--- src/rtl/arb_pkg.sv ---
// Shared arbiter types and helpers.
// Used by rr_arb_idx and the index-to-one-hot decoder.
package arb_pkg;

   typedef enum logic {
      ARB_IDLE,
      ARB_GRANT
   } arb_state_t;

   // Index width that never collapses to zero for a single requester.
   function automatic int idx_w(input int n);
      return (n > 1) ? $clog2(n) : 1;
   endfunction

endpackage

--- src/rtl/rr_arb_idx_if.sv ---
// Request / grant-index handshake bundle.
// master = arbiter side, slave = requesters plus consumer side.
interface rr_arb_idx_if
   import arb_pkg::*;
#(
   parameter int NUM_REQ = 4
);

   localparam int INDEX_WIDTH = idx_w(NUM_REQ);

   logic [NUM_REQ-1:0]     req;
   logic                   grant_valid;
   logic [INDEX_WIDTH-1:0] grant_idx;
   logic                   grant_ready;
   logic                   grant_last;

   modport master (
      input  req,
      input  grant_ready,
      input  grant_last,
      output grant_valid,
      output grant_idx
   );

   modport slave (
      output req,
      output grant_ready,
      output grant_last,
      input  grant_valid,
      input  grant_idx
   );

endinterface

--- src/rtl/rr_pick.sv ---
// Circular first-set-bit search starting at ptr.
// Double-width masked priority encode, no power-of-2 wrap.
module rr_pick
   import arb_pkg::*;
#(
   parameter  int NUM_REQ     = 4,
   localparam int INDEX_WIDTH = idx_w(NUM_REQ)
) (
   input  logic [NUM_REQ-1:0]     req_i,
   input  logic [INDEX_WIDTH-1:0] ptr_i,
   output logic                   found_o,
   output logic [INDEX_WIDTH-1:0] idx_o
);

   logic [2*NUM_REQ-1:0] dbl;
   logic [2*NUM_REQ-1:0] masked;

   assign dbl = {req_i, req_i};

   // Drop bits below ptr; the upper copy supplies the wrapped part.
   always_comb begin
      masked = '0;
      for (int j = 0; j < 2*NUM_REQ; j++) begin
         masked[j] = dbl[j] && (j >= int'(ptr_i));
      end
   end

   // Lowest surviving bit wins; fold upper half back onto 0..NUM_REQ-1.
   always_comb begin
      found_o = 1'b0;
      idx_o   = '0;
      for (int j = 2*NUM_REQ-1; j >= 0; j--) begin
         if (masked[j]) begin
            found_o = 1'b1;
            idx_o   = (j >= NUM_REQ) ? INDEX_WIDTH'(j - NUM_REQ)
                                     : INDEX_WIDTH'(j);
         end
      end
   end

endmodule

--- src/rtl/rr_arb_idx.sv ---
// Round-robin arbiter producing a registered grant index.
// Grant is locked until the beat flagged last is accepted.
module rr_arb_idx
   import arb_pkg::*;
#(
   parameter int NUM_REQ = 4
) (
   input logic           clk,
   input logic           rst_n,
   rr_arb_idx_if.master  bus
);

   localparam int INDEX_WIDTH = idx_w(NUM_REQ);

   arb_state_t             state_q, state_d;
   logic [INDEX_WIDTH-1:0] idx_q, idx_d;
   logic [INDEX_WIDTH-1:0] ptr_q, ptr_d;
   logic [INDEX_WIDTH-1:0] ptr_inc;
   logic [INDEX_WIDTH-1:0] pick_idx;
   logic                   pick_found;
   logic                   accept_last;

   assign accept_last = (state_q == ARB_GRANT)
                      && bus.grant_ready
                      && bus.grant_last;

   // Pointer advances past the winner, wrapping at NUM_REQ-1.
   assign ptr_inc = (idx_q == INDEX_WIDTH'(NUM_REQ-1))
                  ? '0
                  : idx_q + INDEX_WIDTH'(1);

   assign ptr_d = accept_last ? ptr_inc : ptr_q;

   // Searching from ptr_d gives same-cycle re-arbitration on last accept.
   rr_pick #(
      .NUM_REQ (NUM_REQ)
   ) u_pick (
      .req_i   (bus.req),
      .ptr_i   (ptr_d),
      .found_o (pick_found),
      .idx_o   (pick_idx)
   );

   // Next-state and next grant index.
   always_comb begin
      state_d = state_q;
      idx_d   = idx_q;
      unique case (state_q)
         ARB_IDLE: begin
            if (pick_found) begin
               state_d = ARB_GRANT;
               idx_d   = pick_idx;
            end
         end
         ARB_GRANT: begin
            if (accept_last) begin
               if (pick_found) begin
                  idx_d = pick_idx;
               end else begin
                  state_d = ARB_IDLE;
               end
            end
         end
         default: state_d = ARB_IDLE;
      endcase
   end

   // State, grant index and round-robin pointer registers.
   always_ff @(posedge clk or negedge rst_n) begin
      if (!rst_n) begin
         state_q <= ARB_IDLE;
         idx_q   <= '0;
         ptr_q   <= '0;
      end else begin
         state_q <= state_d;
         idx_q   <= idx_d;
         ptr_q   <= ptr_d;
      end
   end

   assign bus.grant_valid = (state_q == ARB_GRANT);
   assign bus.grant_idx   = idx_q;

`ifndef SYNTHESIS
   // The granted requester must hold req until its last beat is taken.
   a_req_held: assert property (
      @(posedge clk) disable iff (!rst_n)
      (state_q == ARB_GRANT && !accept_last) |-> bus.req[idx_q]
   ) else $warning("rr_arb_idx: granted requester dropped req");
`endif

endmodule

--- src/flat_wrapper.sv ---
// flat-port wrapper written by rule: the top's interface ports become plain ports
module rr_arb_idx_flat import arb_pkg::*;
#(
   parameter int NUM_REQ = 4
)
  (clk, rst_n, bus_req, bus_grant_ready, bus_grant_last, bus_grant_valid, bus_grant_idx);
  rr_arb_idx_if #(.NUM_REQ(NUM_REQ)) bus_i ();
  input logic clk;
  input logic rst_n;
  input wire logic [$bits(bus_i.req)-1:0] bus_req;
  input wire logic [$bits(bus_i.grant_ready)-1:0] bus_grant_ready;
  input wire logic [$bits(bus_i.grant_last)-1:0] bus_grant_last;
  output wire logic [$bits(bus_i.grant_valid)-1:0] bus_grant_valid;
  output wire logic [$bits(bus_i.grant_idx)-1:0] bus_grant_idx;
  assign bus_i.req = bus_req;
  assign bus_i.grant_ready = bus_grant_ready;
  assign bus_i.grant_last = bus_grant_last;
  assign bus_grant_valid = bus_i.grant_valid;
  assign bus_grant_idx = bus_i.grant_idx;
  rr_arb_idx #(.NUM_REQ(NUM_REQ)) u_core (.clk(clk), .rst_n(rst_n), .bus(bus_i));
endmodule
--- config.mk ---
export PLATFORM = sky130hd
export DESIGN_NAME = rr_arb_idx_flat
export DESIGN_NICKNAME = d
export VERILOG_FILES = /design/src/rtl/arb_pkg.sv /design/src/rtl/rr_arb_idx_if.sv /design/src/rtl/rr_pick.sv /design/src/rtl/rr_arb_idx.sv /design/src/flat_wrapper.sv
export SDC_FILE = /design/constraint.sdc
export NUM_CORES = 1
export LEC_CHECK = 0
export ABC_AREA = 1
export CORE_AREA = 2 2 39 41
export CTS_CLUSTER_SIZE = 40
export DETAILED_ROUTE_END_ITERATION = 10
export DIE_AREA = 0 0 41 43
export PLACE_DENSITY = 0.56
export SLEW_MARGIN = 25
export SYNTH_ARGS = -nofsm -noshare
export SYNTH_HDL_FRONTEND = slang
export SYNTH_SLANG_ARGS = --single-unit
--- constraint.sdc ---
create_clock -name clk -period 1.2 [get_ports clk]
set_input_delay 0.24 -clock clk [delete_from_list [all_inputs] [get_ports clk]]
set_output_delay 0.24 -clock clk [all_outputs]
set_load 0.01 [all_outputs]
After elaboration in Yosys (flattened, before gate mapping)

Index checks and enable logic that the tools add are counted.

Flip-flop bits (word level): 5
Output and inout port bits: 3

$add $sub $neg: 1
Order comparisons: 3
Eq/ne operators: 2
Multiplexer cells: 22
Bitwise operators: 1
Reductions and logical operators: 5

Operators with widths:

| cell                                                                 | number |
|---|---|
| 2-bit 2-to-1 mux                                                     | 11 |
| 1-bit 2-to-1 mux                                                     | 9 |
| 1-bit logical AND                                                    | 5 |
| 1-bit by 2-bit >= comparator with 1-bit output, first input constant | 2 |
| 2-bit case mux with 2 select lines                                   | 1 |
| 2-bit by 1-bit adder with 2-bit output, second input constant        | 1 |
| 2-bit == test, second input constant                                 | 1 |
| 2-bit >= comparator, first input constant                            | 1 |
| 2-bit != test, second input constant                                 | 1 |
| 1-bit case mux with 2 select lines                                   | 1 |
| 1-bit inverter                                                       | 1 |

Logic depth before layout (Yosys ltp)

Gate-level depths: netlist of the first run.

Word-level depth: 11
Depth in mapped cells: 10
Depth with buffers taken out: 10

Cells and area by module

From an unflattened synthesis of the first run, not the netlist that was laid out.

Cells, all modules: 42
Area, all modules: 306.5 um2

By module, submodules not included:

| module     | instances | cells an instance | area each (um2) | seq. area each (um2) |
|---|---|---|---|---|
| rr_arb_idx | 1         | 23                | 220.2           | 125.1 |
| rr_pick    | 1         | 19                | 86.3            | 0.0 |

Worst setup path after synthesis of the first run

Ideal clock, no wire load.

Kind: register -> register
Start point: register u_core.idx_q[0] (netlist: u_core.bus.grant_idx[0])
End point: register u_core.idx_q[0] (netlist: u_core.bus.grant_idx[0])
Setup time: 0.116 ns
Data arrival time: 1.176 ns
Path slack: -0.092 ns
Cell stages (with the launch flop): 10
Clock period less this slack: 1.292 ns
Cell sequence: dfrtp_1 ha_1 nand4_1 nand2_4 nand2_1 nand2_1 nand2_1 nand2_1 nand2_1 nand2_1

Cells in the longest elaborated chain, start to end: 11
Elaborated cells on any way between the ends: 19

RTL lines:

| item                                                                    | line                               | RTL |
|---|---|---|
| start: declaration                                                      | rr_arb_idx.sv:16                   | `logic [INDEX_WIDTH-1:0] idx_q, idx_d;` |
| start signal: assignment                                                | rr_arb_idx.sv:76                   | `idx_q <= idx_d;` |
| 2-bit by 1-bit adder with 2-bit output or 2-bit == test (tied branches) | rr_arb_idx.sv:30, rr_arb_idx.sv:28 |  |
| 2-bit 2-to-1 mux *                                                      | rr_arb_idx.sv:29                   | `? '0` |
| 2-bit 2-to-1 mux *                                                      | rr_arb_idx.sv:32                   | `assign ptr_d = accept_last ? ptr_inc : ptr_q;` |
| named net u_core.ptr_d[1]                                               | rr_arb_idx.sv:17                   | `logic [INDEX_WIDTH-1:0] ptr_q, ptr_d;` |
| 2-bit >= comparator                                                     | rr_pick.sv:24                      | `masked[j] = dbl[j] && (j >= int'(ptr_i));` |
| 1-bit logical AND                                                       | rr_pick.sv:24                      |  |
| 2-bit 2-to-1 mux or 1-bit 2-to-1 mux (tied branches) (3 in series)      | rr_pick.sv:33                      | `if (masked[j]) begin` |
| 2-bit 2-to-1 mux *                                                      | rr_arb_idx.sv:50, rr_arb_idx.sv:57 |  |
| 2-bit 2-to-1 mux                                                        | rr_arb_idx.sv:56                   | `if (accept_last) begin` |
| 2-bit case mux with 2 select lines *                                    | rr_arb_idx.sv:48                   | `unique case (state_q)` |

The timed path passes the listed nets; every way through them passes the cells marked *. The select of a mux whose other input is x is not followed.
A chain may end at the register's enable or synchronous reset.

Final worst setup path of the first run

Ends and elaborated chain as after synthesis.

==> impl_metrics.json, run 1 <==
{
  "path_max_fanout": 4,
  "drt-vias-per-instance": 4.40,
  "h-tree-depth": 1,
  "gp_congestion": 0.725,
  "clock.fmax_ghz": 0.778,
  "hold_viol": 0,
  "final_common_cell": "nand2_1",
  "start_util_pct": 25.3,
  "grt_pass1_wl_um": 1240,
  "cts-root-buf": "clkbuf_4",
  "synth_cell_types": 17,
  "antenna_found_initial": 0,
  "power.leakage_nw": 0.284,
  "worstPathRequired_ns": 1.37,
  "fp.dieW_um": 41,
  "io_buffers": 10,
  "dp_cells": 82,
  "arrival_ns": 1.46,
  "fin_skew_ns": 0.00249,
  "fin_crit_ns": 1.28,
  "drt_wl_total_um": 765,
  "overflow": 0,
  "setup_violations": 2,
  "cp_common_cell": "nand2_1",
  "path_delay_family": "simple AND/OR/NAND/NOR gates",
  "final-instance-count-excl-fill": 87,
  "cts_sinks": 5,
  "wire_per_inst_um": 8.79,
  "drive_gt1_share_pct": 28.2,
  "worstMarginPinSlew_ns": 0.358,
  "cts_buffers": 3,
  "crit_path_top_delay_cell": "dfrtp_2",
  "mostFrequentLayoutCells": "nand2_1, clkdlybuf4s50_1, buf_4",
  "grt_pass1_vias": 344,
  "track_usage_pct": 10.9,
  "setup_tns_ns": -0.125,
  "hp-class": "primary input to async pin",
  "clock_path_buffers": 2,
  "syn_to_final_growth_pct": 61.1,
  "crit_path_end_kind": "register",
  "syn-instance-count": 50,
  "maxCapViolCount": 0,
  "die_h_um": 43,
  "io_pins": 11,
  "max-vdd-ir-drop_uv": 433,
  "placed_area_um2": 531,
  "n_fill_cell": 142,
  "grt_start_max_net_pins": 9,
  "vias": 383,
  "slowest_delay_ns": 0.43,
  "yosysSeqAreaShare_pct": 35.7,
  "maxSlewHeadroom_pct": 75.9,
  "rsz0062_at_grt": "yes",
  "ant_nets": 0,
  "ys_ff_latch": 5,
  "nets": 81,
  "dp_hpwl_um": 628,
  "violations": "setup timing",
  "drv_slew": 0,
  "period_share_pct": 107,
  "num_rows": 14,
  "cts_tree": "done",
  "crit_path_start_kind": "register",
  "die_area_um2": 1760,
  "drtIter0Drc": 7,
  "crit_type": "register to register",
  "setup_ws_ns": -0.0848,
  "cp_cell_sequence": "ha_4, nand4_1, nand2_4, nand2_1, nand2_1, nand2_1, nand2_1, nand2_1, nand2_1",
  "status": "finished, violations left",
  "worstSkewPairLatency_ns": 0.24,
  "yosysWarnings": 0,
  "powerDensity_nw_per_um2": 1390,
  "num_antenna_cells": 0,
  "syn_area_um2": 350,
  "path_buf_inv": 0,
  "coreArea_um2": 1380,
  "avgSynthCellArea_um2": 7.01,
  "first_pass_iters": 4,
  "drc": 0,
  "syn_nets": 59,
  "clk_pin_slew_ns": 0.04,
  "finalInstanceArea_um2": 564,
  "final_util_pct": 40.8
}
-- routing by layer --
metal	routed length (µm)	GRT usage, %	up-vias
met5	0	0	-
met4	0	10.0	0
met3	26	3.14	0
met2	372	15.0	9
met1	366	12.7	172
li1	-	-	202
-- flip-flops by register name, indices dropped and copies added, names as in the netlist --
name                    flops
u_core.bus.grant_valid      1
u_core.bus.grant_idx        2
u_core.ptr_q                2
-- cell type report --
cell class	count	area, µm²	share of cell area, %
well taps	16	20.0	3.55
flip-flops and latches	5	129	22.8
inverters	7	26.3	4.66
multi-input cells	38	211	37.5
clock buffers	4	26.3	4.66
repair buffers	17	151	26.8
-- per-stage QoR --
step | total power [mW] | worst slack [ns] | hold WS (ns)
after global routing | 0.843 | -0.213 | 0.231
after global placement | 0.594 | -0.326 | 0.480
after detailed placement | 0.599 | -0.340 | 0.477
after CTS | 0.793 | -0.0991 | 0.223
after floorplan | 0.449 | -0.0414 | -0.0556
final | 0.784 | -0.0848 | 0.218
-- kinds of logic (layout without fill, tap and decap cells) --
family | count (synthesis) | after routing | synth area share, %
simple gates | 31 | 31 | 42.9
buf+inv | 7 | 28 | 7.50
compound gates | 6 | 6 | 10.4
flops | 5 | 5 | 35.7
fa+ha+maj | 1 | 1 | 3.57
-- report_power, final --
part / internal (mW) / leakage (nW) / switching, mW
clock: 0.125 / 0.0150 / 0.0655
sequential: 0.216 / 0.0557 / 0.0391
combinational: 0.178 / 0.213 / 0.160
-- final timing paths --
check | slack (ns) | start | depth (start not counted) | to
max in group asynchronous | 0.78 | rst_n | 1 | u_core.bus.grant_valid
worst min register to register | 0.52 | u_core.ptr_q[0] | 2 | u_core.ptr_q[0]
worst min-delay path | 0.22 | rst_n | 1 | u_core.ptr_q[0]
min in group clk | 0.52 | u_core.ptr_q[0] | 2 | u_core.ptr_q[0]
worst max-delay path | -0.08 | u_core.bus.grant_idx[0] | 9 | u_core.bus.grant_idx[0]
worst max register to register | -0.08 | u_core.bus.grant_idx[0] | 9 | u_core.bus.grant_idx[0]
-- worst register-to-register path, delay by kind of cell (launching register included) --
family / cells / cell delay (ns)
flip-flops: 1 / 0.43
adder cells (fa/ha/maj): 1 / 0.28
AND/OR/NAND/NOR: 8 / 0.51
-- cell usage after synthesis --
| master | number | area (µm²) |
|---|---|---|
| nand3_4 | 1 | 17.5 |
| nor3_1 | 1 | 5.00 |
| o31ai_1 | 1 | 7.51 |
| inv_1 | 6 | 22.5 |
| dfrtp_1 | 5 | 125 |
| nand4_1 | 1 | 6.26 |
| ha_1 | 1 | 12.5 |
| nand2_4 | 1 | 11.3 |
| inv_2 | 1 | 3.75 |
| nand2_1 | 18 | 67.6 |
| nand2_2 | 2 | 12.5 |
| a21oi_1 | 1 | 5.00 |
| nor2_1 | 4 | 15.0 |
| o21ai_2 | 1 | 8.76 |
| nand3_1 | 3 | 15.0 |
| o21ai_0 | 1 | 5.00 |
| o21ai_1 | 2 | 10.0 |
-- what timing repair did --
item,in CTS,in global routing
resized for setup,5,1
setup endpoints to repair,5,4
setup buffers,1,0
endpoints found under the hold margin,0,0
hold buffers,0,0
No activity file was read; power rests on OpenSTA's default activity.
==> run 2, diff against run 1 <==
Settings changed: ABC_AREA 1 to default, GPL_ROUTABILITY_DRIVEN from default to 1, PLACE_DENSITY 0.56 to 0.58, TNS_END_PERCENT from default to 5.
==> impl_metrics.json, run 2 <==
{
  "finalInstanceArea_um2": 634,
  "vias": 390,
  "synth_cell_types": 23,
  "combPwrFrac_pct": 52.3,
  "cts_hold_buf": 0,
  "p_sw_mw": 0.353,
  "yosysWarnings": 0,
  "num_antenna_cells": 0,
  "cts_tree": "done",
  "maxCapViolCount": 0,
  "start_util_pct": 26.7,
  "synth_ff_type": "dfrtp_1",
  "synth_top_area_cell": "dfrtp_1",
  "drive_gt1_share_pct": 37.1,
  "grt_pass1_vias": 358,
  "path_delay_family": "compound AO/OA/AOI/OAI gates",
  "swShare_pct": 35.2,
  "drt_wl_total_um": 949,
  "seqPwrFrac_pct": 29.1,
  "worstMarginPinSlew_ns": 0.272,
  "max-vdd-ir-drop_uv": 775,
  "crit_type": "register to register",
  "p_int_mw": 0.649,
  "die_h_um": 43,
  "powerDensity_nw_per_um2": 1580,
  "synth_top_cell_area_share_pct": 33.9,
  "grt_start_max_net_pins": 6,
  "ant_nets": 0,
  "syn-instance-count": 38,
  "drv_slew": 0,
  "hold_viol": 0,
  "async_reset_ff_share_pct": 100,
  "setup_ws_ns": -0.260,
  "crit_path_end_kind": "register",
  "p_clk_share_pct": 18.5,
  "syn_nets": 47,
  "synth_area_leaders": "dfrtp_1, nand2_1, nand3_4, o41ai_2, nand3b_1",
  "syn_area_um2": 369,
  "h-tree-depth": 1,
  "path_max_fanout": 4,
  "io_pins": 11,
  "rsz0062_at_grt": "yes",
  "fin_skew_ns": 0.000208,
  "reg2reg_depth": 4,
  "power.leakage_nw": 0.272,
  "drtIter0Drc": 10,
  "clock_path_buffers": 2,
  "final_util_pct": 45.8,
  "yosysSeqAreaShare_pct": 33.9,
  "rrSetupSlack_ns": -0.26,
  "path_buf_inv": 0,
  "cp_num_cells": 4,
  "overflow": 0,
  "clock.fmax_ghz": 0.685,
  "nets": 72,
  "n_fill_cell": 148,
  "antenna_found_initial": 0,
  "wire_per_inst_um": 12.2,
  "crit_path_start_kind": "register",
  "synth_edf_count": 0,
  "rr_endpoint": "u_core.bus.grant_idx[1]",
  "grt_pass1_wl_um": 1460,
  "avgSynthCellArea_um2": 9.71,
  "fp.dieW_um": 41,
  "clk_pin_slew_ns": 0.04,
  "cts_buffers": 3,
  "post_cts_buffers": 0,
  "critPathCapture": "u_core.bus.grant_idx[1]",
  "cp_cell_sequence": "ha_4, nor4b_2, a311o_1, o31ai_2",
  "arrival_ns": 1.60,
  "hp-class": "primary input to async pin",
  "netlist_top_cells_count": "dfrtp_1, nand2_1",
  "status": "finished, violations left",
  "cts-root-buf": "clkbuf_4",
  "io_buffers": 10,
  "ys_ff_latch": 5,
  "num_rows": 14,
  "placed_area_um2": 578,
  "track_usage_pct": 12.9,
  "drc": 0,
  "cts_sinks": 5,
  "worstPathRequired_ns": 1.34,
  "critical_path.startpoint": "u_core.bus.grant_idx[1]",
  "first_pass_iters": 4,
  "fin_crit_ns": 1.46,
  "slowest_delay_ns": 0.42,
  "coreArea_um2": 1380,
  "fin_total_pwr_mw": 1.00,
  "violations": "setup timing",
  "r2r_start": "u_core.bus.grant_idx[1]",
  "final_common_cell": "buf_4",
  "maxSlewHeadroom_pct": 81.7,
  "drt-vias-per-instance": 5.00,
  "dp_hpwl_um": 783,
  "syn_to_final_growth_pct": 71.9,
  "setup_violations": 2,
  "die_area_um2": 1760,
  "period_share_pct": 122,
  "gp_congestion": 0.792,
  "worstSkewPairLatency_ns": 0.23,
  "crit_path_top_delay_cell": "dfrtp_1",
  "mostFrequentLayoutCells": "buf_4, nand2_1, clkdlybuf4s50_1"
}
run 2: repair_timing:
item | 4_1_cts | 5_1_grt
pin swaps | 0 | 2
setup endpoints to repair | 5 | 4
gates resized for setup | 9 | 7
run 2: kinds of logic after synthesis:
kind of cell / count (synthesis) / share of synthesized area, %
multiplexers: 1 / 2.71
buffers and inverters: 1 / 1.02
AO/OA/AOI/OAI: 9 / 19.7
AND/OR/NAND/NOR: 21 / 39.3
adder cells (fa/ha/maj): 1 / 3.39
flip-flops: 5 / 33.9
run 2: stage by stage:
| step | hold slack [ns] | setup TNS, ns | setup WS [ns] | cells |
|---|---|---|---|---|
| 2_1_floorplan | -0.0556 | -0.437 | -0.227 | 38 |
| 5_1_grt | 0.244 | -0.626 | -0.306 | 78 |
| 3_5_place_dp | 0.481 | -1.59 | -0.549 | 74 |
| 3_3_place_gp | 0.474 | -1.56 | -0.596 | 74 |
| 6_report | 0.228 | -0.482 | -0.260 | 78 |
| 4_1_cts | 0.226 | -0.567 | -0.280 | 78 |
run 2: worst min path at each step:
stage,endpoint,slack (ns),depth (start not counted)
floorplan,u_core.bus.grant_idx[0],-0.06,0
global placement,u_core.ptr_q[0],0.47,1
detailed placement,u_core.ptr_q[0],0.48,1
CTS,u_core.ptr_q[0],0.23,1
global route,u_core.ptr_q[0],0.24,1
finish,u_core.ptr_q[0],0.23,1
run 2: cell type report:
type / instances / area, µm² / area share (%)
multi-input combinational: 32 / 277 / 43.6
clock buffer: 4 / 26.3 / 4.14
sequential: 5 / 126 / 19.9
timing repair buffer: 20 / 181 / 28.6
inverter: 1 / 3.75 / 0.592
tap: 16 / 20.0 / 3.16
run 2: per-layer routing:
layer	GRT usage, %	wire (µm)	share of wire, %
met1	16.3	441	46
met3	1.57	26	2.7
met2	17.8	466	49
met4	12.0	13	1.4
met5	0	0	0
run 2: power by group through the flow:
| stage | Clock, mW | Combinational (mW) | Sequential, mW |
|---|---|---|---|
| after CTS | 0.197 | 0.460 | 0.284 |
| after floorplan | 0 | 0.223 | 0.294 |
| after detailed placement | 0 | 0.471 | 0.284 |
| after global routing | 0.202 | 0.575 | 0.299 |
| final | 0.185 | 0.524 | 0.292 |
| after global placement | 0 | 0.469 | 0.285 |
